$ cat src/rtl/store_buffer_pkg.sv
// store_buffer_pkg: shared types and helpers for the store buffer.
//   - SB_SIZE_*     : access size encodings (byte/half/word; 3 behaves as word)
//   - sb_entry_t    : one queued store {addr, val, size}
//   - sb_byte_mask  : byte-enable mask of an access within its 32-bit word
//   - sb_lane_align : move a right-justified value onto its byte lanes
package store_buffer_pkg;

    localparam logic [1:0] SB_SIZE_BYTE = 2'd0;
    localparam logic [1:0] SB_SIZE_HALF = 2'd1;
    localparam logic [1:0] SB_SIZE_WORD = 2'd2;

    typedef struct packed {
        logic [31:0] addr;
        logic [31:0] val;
        logic [1:0]  size;
    } sb_entry_t;

    // Mask is shifted then truncated to 4 bits, so a misaligned access is
    // clipped at the end of its word rather than spilling into the next one.
    function automatic logic [3:0] sb_byte_mask(input logic [1:0] size,
                                                input logic [1:0] addr_lo);
        logic [3:0] base;
        case (size)
            SB_SIZE_BYTE: base = 4'b0001;
            SB_SIZE_HALF: base = 4'b0011;
            default:      base = 4'b1111;
        endcase
        return base << addr_lo;
    endfunction

    function automatic logic [31:0] sb_lane_align(input logic [31:0] val,
                                                  input logic [1:0]  addr_lo);
        return val << {addr_lo, 3'b000};
    endfunction

endpackage

$ cat src/rtl/sb_entry_match.sv
// sb_entry_match: combinational compare of one store candidate against a load.
//   i_valid     : candidate holds a live store
//   i_entry     : the store {addr, val, size}
//   i_ld_word   : load address bits [31:2]
//   i_ld_mask   : load byte mask
//   o_overlap   : same word and at least one shared byte
//   o_cover     : store mask contains every load byte
//   o_lane_data : store value placed on its byte lanes
module sb_entry_match
    import store_buffer_pkg::*;
(
    input  logic        i_valid,
    input  sb_entry_t   i_entry,
    input  logic [29:0] i_ld_word,
    input  logic [3:0]  i_ld_mask,
    output logic        o_overlap,
    output logic        o_cover,
    output logic [31:0] o_lane_data
);

    logic [3:0] w_st_mask;

    assign w_st_mask   = sb_byte_mask(i_entry.size, i_entry.addr[1:0]);
    assign o_overlap   = i_valid && (i_entry.addr[31:2] == i_ld_word)
                         && ((w_st_mask & i_ld_mask) != 4'b0000);
    assign o_cover     = ((w_st_mask & i_ld_mask) == i_ld_mask);
    assign o_lane_data = sb_lane_align(i_entry.val, i_entry.addr[1:0]);

endmodule

$ cat src/rtl/store_buffer.sv
// store_buffer: circular queue of committed stores draining in order to memory,
// with a zero-latency load lookup that forwards from the youngest overlapping
// store or flags a partial overlap.
//   clk, reset                  : clock, async active-high reset
//   datafifo_*                  : enqueue side from commit; datafifo_full = count==DEPTH
//   mem_wr_*                    : drain side, head entry with valid/ready
//   lookup_addr/size/valid      : load probe from execute
//   lookup_hit/data/conflict    : forward result or stall request
//   empty, count                : occupancy
module store_buffer
    import store_buffer_pkg::*;
#(
    parameter  int DEPTH  = 4,
    parameter  bit FWD_EN = 1'b1,
    localparam int PW     = $clog2(DEPTH),
    localparam int CW     = $clog2(DEPTH + 1)
) (
    input  logic          clk,
    input  logic          reset,
    input  logic [31:0]   datafifo_addr_in,
    input  logic [31:0]   datafifo_val_in,
    input  logic [1:0]    datafifo_size_in,
    input  logic          datafifo_valid_in,
    output logic          datafifo_full,
    output logic [31:0]   mem_wr_addr,
    output logic [31:0]   mem_wr_data,
    output logic [1:0]    mem_wr_size,
    output logic          mem_wr_valid,
    input  logic          mem_wr_ready,
    input  logic [31:0]   lookup_addr,
    input  logic [1:0]    lookup_size,
    input  logic          lookup_valid,
    output logic          lookup_hit,
    output logic [31:0]   lookup_data,
    output logic          lookup_conflict,
    output logic          empty,
    output logic [CW-1:0] count
);

    sb_entry_t   r_mem [DEPTH];
    logic [PW-1:0] r_head, r_tail;
    logic [CW-1:0] r_count;

    sb_entry_t   w_in;
    logic        w_push, w_pop;
    logic [3:0]  w_ld_mask;
    logic [DEPTH:0] w_ovl, w_cov;
    logic [31:0] w_lane [DEPTH+1];

    assign w_in          = '{addr: datafifo_addr_in, val: datafifo_val_in, size: datafifo_size_in};
    assign datafifo_full = (r_count == CW'(DEPTH));
    assign empty         = (r_count == '0);
    assign count         = r_count;
    assign mem_wr_valid  = !empty;
    assign mem_wr_addr   = r_mem[r_head].addr;
    assign mem_wr_data   = r_mem[r_head].val;
    assign mem_wr_size   = r_mem[r_head].size;

    // Full comes from count alone: a pop in the same cycle does not free a slot.
    assign w_push = datafifo_valid_in && !datafifo_full;
    assign w_pop  = mem_wr_valid && mem_wr_ready;

    always_ff @(posedge clk or posedge reset) begin
        if (reset) begin
            r_head  <= '0;
            r_tail  <= '0;
            r_count <= '0;
            for (int i = 0; i < DEPTH; i++) r_mem[i] <= '0;
        end else begin
            if (w_push) begin
                r_mem[r_tail] <= w_in;
                r_tail        <= r_tail + 1'b1;
            end
            if (w_pop) r_head <= r_head + 1'b1;
            case ({w_push, w_pop})
                2'b10:   r_count <= r_count + 1'b1;
                2'b01:   r_count <= r_count - 1'b1;
                default: r_count <= r_count;
            endcase
        end
    end

    a_no_enq_when_full: assert property (@(posedge clk) disable iff (reset)
        !(datafifo_valid_in && datafifo_full));

    // Candidates are laid out by age: slot k is the k-th oldest entry counted
    // from the head, slot DEPTH is the store being enqueued this cycle.
    assign w_ld_mask = sb_byte_mask(lookup_size, lookup_addr[1:0]);

    for (genvar k = 0; k < DEPTH; k++) begin : g_ent
        logic [PW-1:0] w_idx;
        assign w_idx = r_head + PW'(k);
        sb_entry_match u_match (
            .i_valid     (CW'(k) < r_count),
            .i_entry     (r_mem[w_idx]),
            .i_ld_word   (lookup_addr[31:2]),
            .i_ld_mask   (w_ld_mask),
            .o_overlap   (w_ovl[k]),
            .o_cover     (w_cov[k]),
            .o_lane_data (w_lane[k])
        );
    end

    sb_entry_match u_match_in (
        .i_valid     (w_push),
        .i_entry     (w_in),
        .i_ld_word   (lookup_addr[31:2]),
        .i_ld_mask   (w_ld_mask),
        .o_overlap   (w_ovl[DEPTH]),
        .o_cover     (w_cov[DEPTH]),
        .o_lane_data (w_lane[DEPTH])
    );

    logic        w_sel_ovl, w_sel_cov;
    logic [31:0] w_sel_lane, w_size_mask;

    // Walk oldest to youngest so the last overlapping candidate wins.
    always_comb begin
        w_sel_ovl  = 1'b0;
        w_sel_cov  = 1'b0;
        w_sel_lane = '0;
        for (int k = 0; k <= DEPTH; k++) begin
            if (w_ovl[k]) begin
                w_sel_ovl  = 1'b1;
                w_sel_cov  = w_cov[k];
                w_sel_lane = w_lane[k];
            end
        end
    end

    always_comb begin
        case (lookup_size)
            SB_SIZE_BYTE: w_size_mask = 32'h0000_00FF;
            SB_SIZE_HALF: w_size_mask = 32'h0000_FFFF;
            default:      w_size_mask = 32'hFFFF_FFFF;
        endcase
    end

    assign lookup_hit      = lookup_valid && w_sel_ovl && FWD_EN && w_sel_cov;
    assign lookup_conflict = lookup_valid && w_sel_ovl && !(FWD_EN && w_sel_cov);
    assign lookup_data     = lookup_hit
                             ? ((w_sel_lane >> {lookup_addr[1:0], 3'b000}) & w_size_mask)
                             : 32'h0;

endmodule

$ cat config.mk
export PLATFORM = sky130hd
export DESIGN_NAME = store_buffer
export DESIGN_NICKNAME = d
export VERILOG_FILES = /design/src/rtl/store_buffer_pkg.sv /design/src/rtl/sb_entry_match.sv /design/src/rtl/store_buffer.sv
export SDC_FILE = /design/constraint.sdc
export NUM_CORES = 1
export LEC_CHECK = 0
export ABC_AREA = 0
export BUFFER_PORTS_ARGS = -buffer_cell sky130_fd_sc_hd__buf_2
export CELL_PAD_IN_SITES_DETAIL_PLACEMENT = 1
export CELL_PAD_IN_SITES_GLOBAL_PLACEMENT = 2
export CORE_ASPECT_RATIO = 1.1
export CORE_UTILIZATION = 40
export DETAILED_ROUTE_END_ITERATION = 7
export PLACE_DENSITY = 0.81
export SYNTH_ARGS = -nofsm -noshare
export SYNTH_HDL_FRONTEND = slang
export SYNTH_SLANG_ARGS = --single-unit
$ cat constraint.sdc
create_clock -name clk -period 9.4 [get_ports clk]
set_clock_uncertainty 0.15 [all_clocks]
set_input_delay 0.47 -clock clk [delete_from_list [all_inputs] [get_ports clk]]
set_output_delay 0.47 -clock clk [all_outputs]
set_load 0.02 [all_outputs]
==> Word-level counts from Yosys, hierarchy flattened <==
Index checks and enable logic that the tools add are counted.
{ "totals": {"ff_bits": 271, "latch_bits": 0, "ramBits": 0, "mem_bits_ro": 0, "in_bits": 105, "output_inout_bits": 106, "word_cells": 144, "mem_count": 0} }
{ "classes": {"n_addsub": 6, "n_mul": 0, "div_mod_pow": 0, "n_lt_le_gt_ge": 10, "eq_ne": 19, "shift": 12, "mux": 39, "n_bitwise": 11, "reduce_logical": 32} }
{ "op_table": {"columns": ["op", "count"], "rows": [
  ["two-way mux 66 bit", 9],
  ["binary-select mux 66 bit (select 2 bit)", 4],
  ["bitwise mux 264 bit", 1],
  ["two-way mux 32 bit", 6],
  ["left shift 32 x 5 -> 32 bit", 5],
  ["equality test 30 bit", 5],
  ["demux 66 bit (select 2 bit)", 1],
  ["case mux 32 bit (2 select lines)", 1],
  ["case mux 4 bit (2 select lines)", 6],
  ["AND 32 bit", 1],
  ["right shift 32 x 5 -> 32 bit", 1],
  ["left shift 4 x 2 -> 4 bit", 6],
  ["AND 4 bit", 5],
  ["equality test 4 bit", 5],
  ["nonzero test 4 bit", 5],
  ["logical AND 1 bit", 16],
  [">= comparator 3 bit (second input constant)", 5],
  ["inverter 2 -> 3 bit", 5],
  ["equality test 2 x 1 -> 1 bit (second input constant)", 7],
  ["logical NOT 2 bit", 6],
  ["two-way mux 1 bit", 10],
  ["< comparator 1 x 3 -> 1 bit (first input constant)", 2],
  ["< comparator 2 x 3 -> 1 bit (first input constant)", 2],
  ["case mux 3 bit (2 select lines)", 1],
  ["10 further kinds", 14]
]} }

==> Longest topological paths before layout <==
Gate-level depths: netlist of run 1.
{ "depth": {"depth_word": 18, "mapped_depth": 20, "mapped_depth_nobuf": 12} }

==> Modules after synthesis <==
A second synthesis of run 1 with hierarchy kept.
{ "hier_totals": {"cells_unflattened": 1910, "hier_area_um2": 23112.2} }
{ "modules_own_cells": {"columns": ["module", "n_inst", "cells_each", "area_per_inst_um2", "seq_area_each_um2"], "rows": [
  ["store_buffer", 1, 1215, 18276.3, 6781.5],
  ["sb_entry_match", 5, 139, 967.2, 0.0]
]} }

==> Least setup slack after synthesis of run 1 <==
Ideal clock, no wire load.
{ "synth_path": {"path_kind": "register to output", "startpoint": "register r_head[0]", "endpoint": "output lookup_data[6]", "arrival_time_ps": 4158, "required_ps": 8780, "setup_slack_ps": 4622, "path_stages_with_launch": 19, "n_path_buf": 10, "path_cell_list": "dfrtp_1 > buf_6 > buf_4 > buf_4 > buf_6 > buf_4 > buf_4 > buf_4 > buf_4 > buf_2 > buf_2 > nor2_1 > a21oi_1 > a211oi_1 > a21oi_1 > nand3_1 > a221oi_1 > a211oi_1 > nor4_1"} }
{ "synth_via": {"word_cells_on_any_way": 83, "cone_classes": "add/sub (3); eq/ne (12); shift (9); mux (32); bitwise (9); reduce/logical (18)"} }
{ "synth_lines": {"columns": ["item", "line_no", "text"], "rows": [
  ["from (decl)", "store_buffer.sv:41", "logic [PW-1:0] r_head, r_tail;"],
  ["from (signal assigned)", "store_buffer.sv:74", "if (w_pop) r_head <= r_head + 1'b1;"],
  ["inverter 2 -> 3 bit", null, null],
  ["binary-select mux 66 bit (select 2 bit)", null, null],
  ["two-way mux 66 bit (implied by the code) (2 in series)", "store_buffer.sv:95", ".i_entry (r_mem[w_idx]),"],
  ["via mem_wr_data[30]", "store_buffer.sv:26", "output logic [31:0] mem_wr_data,"],
  ["left shift 32 x 5 -> 32 bit", "store_buffer_pkg.sv:33", "return val << {addr_lo, 3'b000};"],
  ["two-way mux 32 bit (5 in series)", "store_buffer.sv:123", "if (w_ovl[k]) begin"],
  ["right shift 32 x 5 -> 32 bit", "store_buffer.sv:142", "? ((w_sel_lane >> {lookup_addr[1:0], 3'b000}) & w_size_mask)"],
  ["AND 32 bit", "store_buffer.sv:142", null],
  ["two-way mux 32 bit", "store_buffer.sv:142", null],
  ["to (decl)", "store_buffer.sv:34", "output logic [31:0] lookup_data,"]
]} }
The timed path passes the listed nets, and every way through them passes these cells. The select of a mux whose other input is x is not followed.

==> Worst setup path in the final report of run 1 <==
{ "layout_path": {"startpoint": "register r_head[1]", "endpoint": "output lookup_data[5]"} }
{ "layout_via": {"elab_chain_cells": 18, "word_cells_on_any_way": 83, "cone_classes": "add/sub (3); eq/ne (12); shift (9); mux (32); bitwise (9); reduce/logical (18)"} }
{ "layout_rtl": {"columns": ["item", "line_no", "text"], "rows": [
  ["adder 2 x 1 -> 2 bit or inverter 2 -> 3 bit (tied branches)", "store_buffer.sv:92, store_buffer.sv:95", null],
  ["inverter 2 -> 3 bit (implied by the code) or binary-select mux 66 bit (select 2 bit) (tied branches)", "store_buffer.sv:95", null],
  ["binary-select mux 66 bit (select 2 bit) or two-way mux 66 bit (tied branches)", "store_buffer.sv:95", null],
  ["two-way mux 66 bit (implied by the code)", "store_buffer.sv:95", null],
  ["two-way mux 66 bit (implied by the code), or another cell as far along", "store_buffer.sv:95", null],
  ["equality test 2 x 1 -> 1 bit, or another cell as far along", "store_buffer_pkg.sv:23", "case (size)"],
  ["case mux 4 bit (2 select lines) or left shift 4 x 2 -> 4 bit (tied branches)", "store_buffer_pkg.sv:23, store_buffer_pkg.sv:28", null],
  ["left shift 4 x 2 -> 4 bit or AND 4 bit (tied branches)", "store_buffer_pkg.sv:28, sb_entry_match.sv:25, sb_entry_match.sv:26", null],
  ["AND 4 bit or nonzero test 4 bit (tied branches)", "sb_entry_match.sv:25, sb_entry_match.sv:26", null],
  ["nonzero test 4 bit or logical AND 1 bit (tied branches)", "sb_entry_match.sv:25", "&& ((w_st_mask & i_ld_mask) != 4'b0000);"],
  ["logical AND 1 bit, or another cell as far along", "sb_entry_match.sv:25", null],
  ["two-way mux 32 bit or two-way mux 1 bit (tied branches) (4 in series)", "store_buffer.sv:123", null],
  ["right shift 32 x 5 -> 32 bit or logical AND 1 bit (tied branches)", "store_buffer.sv:142, store_buffer.sv:139", null],
  ["AND 32 bit or logical AND 1 bit (tied branches)", "store_buffer.sv:142, store_buffer.sv:139", null],
  ["two-way mux 32 bit (*)", "store_buffer.sv:142", null]
]} }
Mark *: on every way between the ends. The rest lies on a longest branch, timed or not. The select of a mux whose other input is x is not followed.

==> results of run 1 <==
## worst max-delay path: stages, from the launching register on
cell	delay, ns
dfrtp_4	1.00
buf_4	0.37
buf_4	0.42
mux4_2	0.67
o21ai_0	0.29
a221o_1	0.27
nand4_1	0.60
or3_1	0.96
o221ai_2	0.45
nand4_4	0.50
a2111oi_2	0.46
buf_2	0.24
## logic make-up (layout without fill, tap and decap cells)
logic type | Yosys count | count (layout) | share of synthesized area [%]
simple gates | 512 | 512 | 10.7
mux | 682 | 682 | 37.0
compound gates | 480 | 480 | 13.4
buf+inv | 260 | 355 | 5.57
other cells | 0 | 1 | 0
flops | 271 | 271 | 27.8
xor+xnor | 142 | 142 | 5.10
fa+ha+maj | 9 | 9 | 0.462
## area by class of cell
type,count,share of cell area (%)
timing repair buffer,250,5.20
antenna,1,0.00937
clock buffer,46,3.70
tap,768,3.60
sequential,271,25.4
inverter,47,0.694
clock inverter,12,0.436
multi-input combinational,1825,60.9
## registers in the layout, indices dropped and copies added (netlist names)
signal and cells:
count 3, r_head 2, r_mem 264, r_tail 2
## cell usage in the layout, fill, tap and decap left out, types with 43 or more instances in the layout
cell,synthesis,routed
a21oi_1,91,91
mux2i_1,251,249
xnor2_1,117,117
nor3_1,43,43
mux4_2,140,140
nor2_1,89,89
dfrtp_1,271,269
mux2_2,285,285
o21ai_0,125,125
nand2_1,182,178
buf_2,42,210
## how the worst min path moves through the flow
stage,from,to,slack (ns),cells after the start
floorplan,r_mem[213],r_mem[213],0.34,1
global placement,r_mem[211],r_mem[211],0.36,1
detailed placement,r_mem[77],r_mem[77],0.37,1
CTS,reset,count[0],0.02,2
global route,reset,count[0],0.05,2
finish,reset,count[0],-0.02,2
## through the flow
step	util (%)	setup slack, ns	instance area (µm²)	cells
detailed placement	42.7	2.58	25600	3161
global route	44.5	1.52	26700	3219
CTS	44.5	2.00	26700	3219
global placement	42.7	2.89	25600	3161
finish	44.5	1.91	26700	3220
floorplan	-	1.31	24400	2356
## metal layers
metal,part of all wire (%),vias to the layer above,wire [µm]
li1,-,9176,-
met1,35,11197,38900
met2,50,906,55600
met3,4.8,360,5310
met4,9.9,4,11000
met5,0.020,-,22
==> flow_metrics.tcl, run 1 <==
set metrics [dict create \
    cap_viol_max_count 0 \
    cp_max_fo 51 \
    fp.dieArea_mm2 0.0619 \
    synth_top_cells_by_count "mux2_2 (285), dfrtp_1 (271), mux2i_1 (251)" \
    synthCells 2356 \
    hold_viol_final 2 \
    async_flop_share_pct 100 \
    yosys_warnings 0 \
    synth_edf_count 0 \
    synth_top_area_share_pct 27.8 \
    syn_to_final_growth_pct 9.56 \
    via_per_inst 6.72 \
    syn-num-nets 2470 \
    grt_usage_pct 35.7 \
    routedWlPerCell_um 34.4 \
    first_iter_violations 1451 \
    gr-usage-met2_pct 63.4 \
    fin_tns_setup_ns 0 \
    worst_slew_pin_slew_ns 1.16 \
    busiest_layer "met2" \
    initial_core_util_pct 40.6 \
    die-height_um 261 \
    root_buffer "clkbuf_16" \
    grt_setup_unrepaired "false" \
    gr-usage-met1_pct 37.7 \
    gp_congestion 1.02 \
    slew_violations 0 \
    failed_checks "negative hold slack" \
    setup_viol 0 \
    post_cts_buffers 0 \
    multi_input_area_mm2 0.0163 \
    grtUsageMet3_pct 4.99 \
    period_minus_slack_ns 7.49 \
    drive_gt1_share_pct 31.9 \
    cp-start-kind "flip-flop" \
    critical_path_arrival_ns 6.87 \
    cts_resized 0 \
    cts_sinks 271 \
    drtPass1Iterations 6 \
    regArea_mm2 0.00679 \
    clockBufferDepth 3 \
    worstPathRequired_ns 8.78 \
    ys_seq_area_share_pct 27.8 \
    cts_hold_buf 0 \
    drcViolationCount 0 \
    cts_tree "yes" \
    core_mm2 0.0600 \
    ant_nets 0 \
    grt_max_degree 141 \
    cp-startpoint "r_head[1]" \
    wl_um 111000 \
    synth_top_area_cell "dfrtp_1" \
    synthFlopType "dfrtp_1" \
    critPathCaptureType "primary output" \
    rows 94 \
    r2r_end "r_mem[245]" \
    grt_first_pass_wirelength_um 160000 \
    worst_hold_path_type "input pin to async pin" \
    hpwlAfterDp_um 84100 \
    grt_pass1_vias 22560 \
    r2r_cells 7 \
    cp-endpoint "lookup_data[5]" \
    relSlewSlack_pct 21.6 \
    die_x_um 237 \
    vias 21643 \
    yosys-top-cells-area "dfrtp_1 (28%), mux2_2 (13%), mux4_2 (13%)" \
    grt.overflow.total 0 \
    outcome "complete, but fails checks" \
    fin_nets 2544 \
    avgSynthCellArea_um2 10.3 \
    whs_ns -0.0209 \
    period_share_pct 79.7 \
    antenna_found_initial 4 \
    r2r-start "count[0]" \
    fmax_mhz 134 \
    cts_inserted_buffers 35 \
    io_pins 211 \
    cts-htree-levels 2 \
    rrSetupSlack_ns 6.39 \
    synth-seq-cells 271 \
    worstSetupPathType "flip-flop to primary output" \
    path_clk_slew_ns 0.06 \
    nFillCells 6632 \
    synth_cell_types 97 \
    netlist_area_mm2 0.0244 \
    synth_most_common_cell "mux2_2" \
    io_buffers 210 \
    insertion_delay_ns 0.56 \
]
Power of run 1 is left out: the tool's default activity adds up to more than one toggle a clock period on the data nets, which glitch-free logic cannot reach.
==> inputs of run 2 (changes only) <==
==> constraint.sdc (replaced) <==
create_clock -name clk -period 7.4 [get_ports clk]
set_clock_uncertainty 0.15 [all_clocks]
set_input_delay 0.37 -clock clk [delete_from_list [all_inputs] [get_ports clk]]
set_output_delay 0.37 -clock clk [all_outputs]
set_load 0.02 [all_outputs]
==> run 2 against run 1 <==
  * The run now ends clean
  * Sequential share of layout area down 0.57 points
  * Via count rose by 0.43%
  * Core utilization grew 1.0 points
  * Cell count increased by 1.7%
  * Hold slack improved by 0.038 ns
  * Flip-flop and latch count is the same
  * Global-route usage is 0.49 points lower
  * Count of clock-buffer cells in the layout increased by 2
  * Die area unchanged
  * Critical path depth up 2
==> flow_metrics.tcl, run 2 (same netlist as run 1, synthesis figures left out) <==
set metrics [dict create \
    regMostFlops "r_mem" \
    fp.dieArea_mm2 0.0619 \
    insertion_delay_ns 0.54 \
    vias 21737 \
    nFillCells 6621 \
    die-height_um 261 \
    grt.overflow.total 0 \
    path_clk_slew_ns 0.06 \
    critPathMaxStageDelay_ns 0.89 \
    cp_slowest_cell "dfrtp_4" \
    cts_resized 0 \
    cts-htree-levels 2 \
    first_iter_violations 1572 \
    post_cts_buffers 0 \
    r2r_end "r_mem[199]" \
    io_buffers 210 \
    core_mm2 0.0600 \
    worstSetupPathType "flip-flop to primary output" \
    grt_pass1_vias 22742 \
    die_x_um 237 \
    r2r-start "count[0]" \
    fin_util_pct 45.5 \
    cap_viol_max_count 0 \
    hpwlAfterDp_um 82200 \
    relSlewSlack_pct 31.8 \
    path_cells "clkinv_2 -> buf_4 -> mux2i_1 -> o21ai_0 -> a211o_1 -> or3_4 -> nor4b_4 -> buf_4 -> nand2_1 -> o221ai_2 -> nand4_1 -> o32ai_1 -> buf_2" \
    worst-path-buf-inv 4 \
    largest_reg_flops 264 \
    cts_sinks 271 \
    worst_slew_pin_slew_ns 1.02 \
    drtPass1Iterations 5 \
    grt_max_degree 168 \
    drive_gt1_share_pct 31.8 \
    final_common_cell "mux2_2" \
    cp-start-kind "flip-flop" \
    initial_core_util_pct 40.6 \
    rrSetupSlack_ns 3.99 \
    cp.depth 13 \
    min-delay-start "datafifo_addr_in[14]" \
    grt_usage_pct 35.2 \
    routedWlPerCell_um 33.4 \
    fin_nets 2597 \
    root_buffer "clkbuf_16" \
    rows 94 \
    hold_viol_final 0 \
    whs_ns 0.0175 \
    worstHoldEndpoint "r_mem[246]" \
    drcViolationCount 0 \
    wl_um 109000 \
    syn_to_final_growth_pct 12.1 \
    cp_max_fo 46 \
    period_minus_slack_ns 6.97 \
    setup_viol 0 \
    worst_hold_path_type "input pin to flip-flop" \
    slew_violations 0 \
    grt_first_pass_wirelength_um 159000 \
    grt_setup_unrepaired "false" \
    fmax_mhz 144 \
    outcome "completed" \
    critPathCaptureType "primary output" \
    ant_nets 0 \
    antenna_found_initial 3 \
    layout_common_cells "mux2_2 (285), dfrtp_1 (269), mux2i_1 (249)" \
    cpMostUsedCell "buf_4" \
    via_per_inst 6.64 \
    holdPathStages 2 \
    io_pins 211 \
    clockBufferDepth 3 \
    cpLargestDelayFamily "buffers and inverters" \
    critical_path_arrival_ns 6.45 \
    cts_tree "yes" \
    gp_congestion 1.00 \
    r2r_cells 7 \
    worstPathRequired_ns 6.88 \
    cts_inserted_buffers 35 \
    period_share_pct 94.1 \
    cts_hold_buf 38 \
    fin_tns_setup_ns 0 \
]
-- run 2: cell count changes in the layout (fill, tap and decap cells not counted) --
| cell | change |
|---|---|
| buf_12 | +3 |
| clkinv_2 | -3 |
| inv_6 | +1 |
| dlygate4sd3_1 | +38 |
| bufinv_16 | +2 |
| clkbuf_8 | +2 |
| inv_8 | -1 |
| clkinv_4 | +1 |
| diode_2 | +1 |
| buf_4 | +12 |
-- run 2: per-layer routing --
metal,GRT usage [%],up-vias,wire length [µm]
li1,-,9263,-
met1,39.4,11281,40200
met2,61.9,869,55200
met3,4.10,322,4960
met4,26.3,2,9090
met5,0,-,13
-- run 2: how the worst max path moves through the flow --
stage	start	slack (ns)	to
after floorplan	r_head[0]	2.72	lookup_data[6]
final	r_head[0]	0.43	lookup_data[11]
after CTS	r_head[0]	0.48	lookup_data[5]
after global routing	r_head[0]	0.21	lookup_data[21]
after detailed placement	r_head[0]	1.09	lookup_data[5]
after global placement	r_head[0]	1.10	lookup_data[6]
-- run 2: cell type report --
class	instances	area, µm²	area share, %
Antenna cell	2	5.00	0.0183
Clock buffer	48	1010	3.72
Clock inverter	12	171	0.628
Inverter	47	181	0.664
Multi-Input combinational cell	1825	16300	59.6
Sequential cell	271	6790	24.9
Tap cell	768	961	3.52
Timing Repair Buffer	303	1920	7.03
-- run 2: metrics by stage --
stage,setup slack [ns],cell area (µm²),cells
4_1_cts,0.484,27300,3274
6_report,0.434,27300,3276
5_1_grt,0.214,27300,3275
2_1_floorplan,2.72,24400,2356
3_5_place_dp,1.09,25700,3176
3_3_place_gp,1.10,25700,3176
-- run 2: worst reg2reg max path, stage by stage, from the launching register on --
cell and delay (ns):
dfrtp_1 0.49, inv_1 0.10, ha_1 0.24, a21boi_1 0.55
buf_4 0.38, nand2_4 0.41, buf_4 0.49, mux2_2 0.46
Power of run 2 is left out for the same reason.
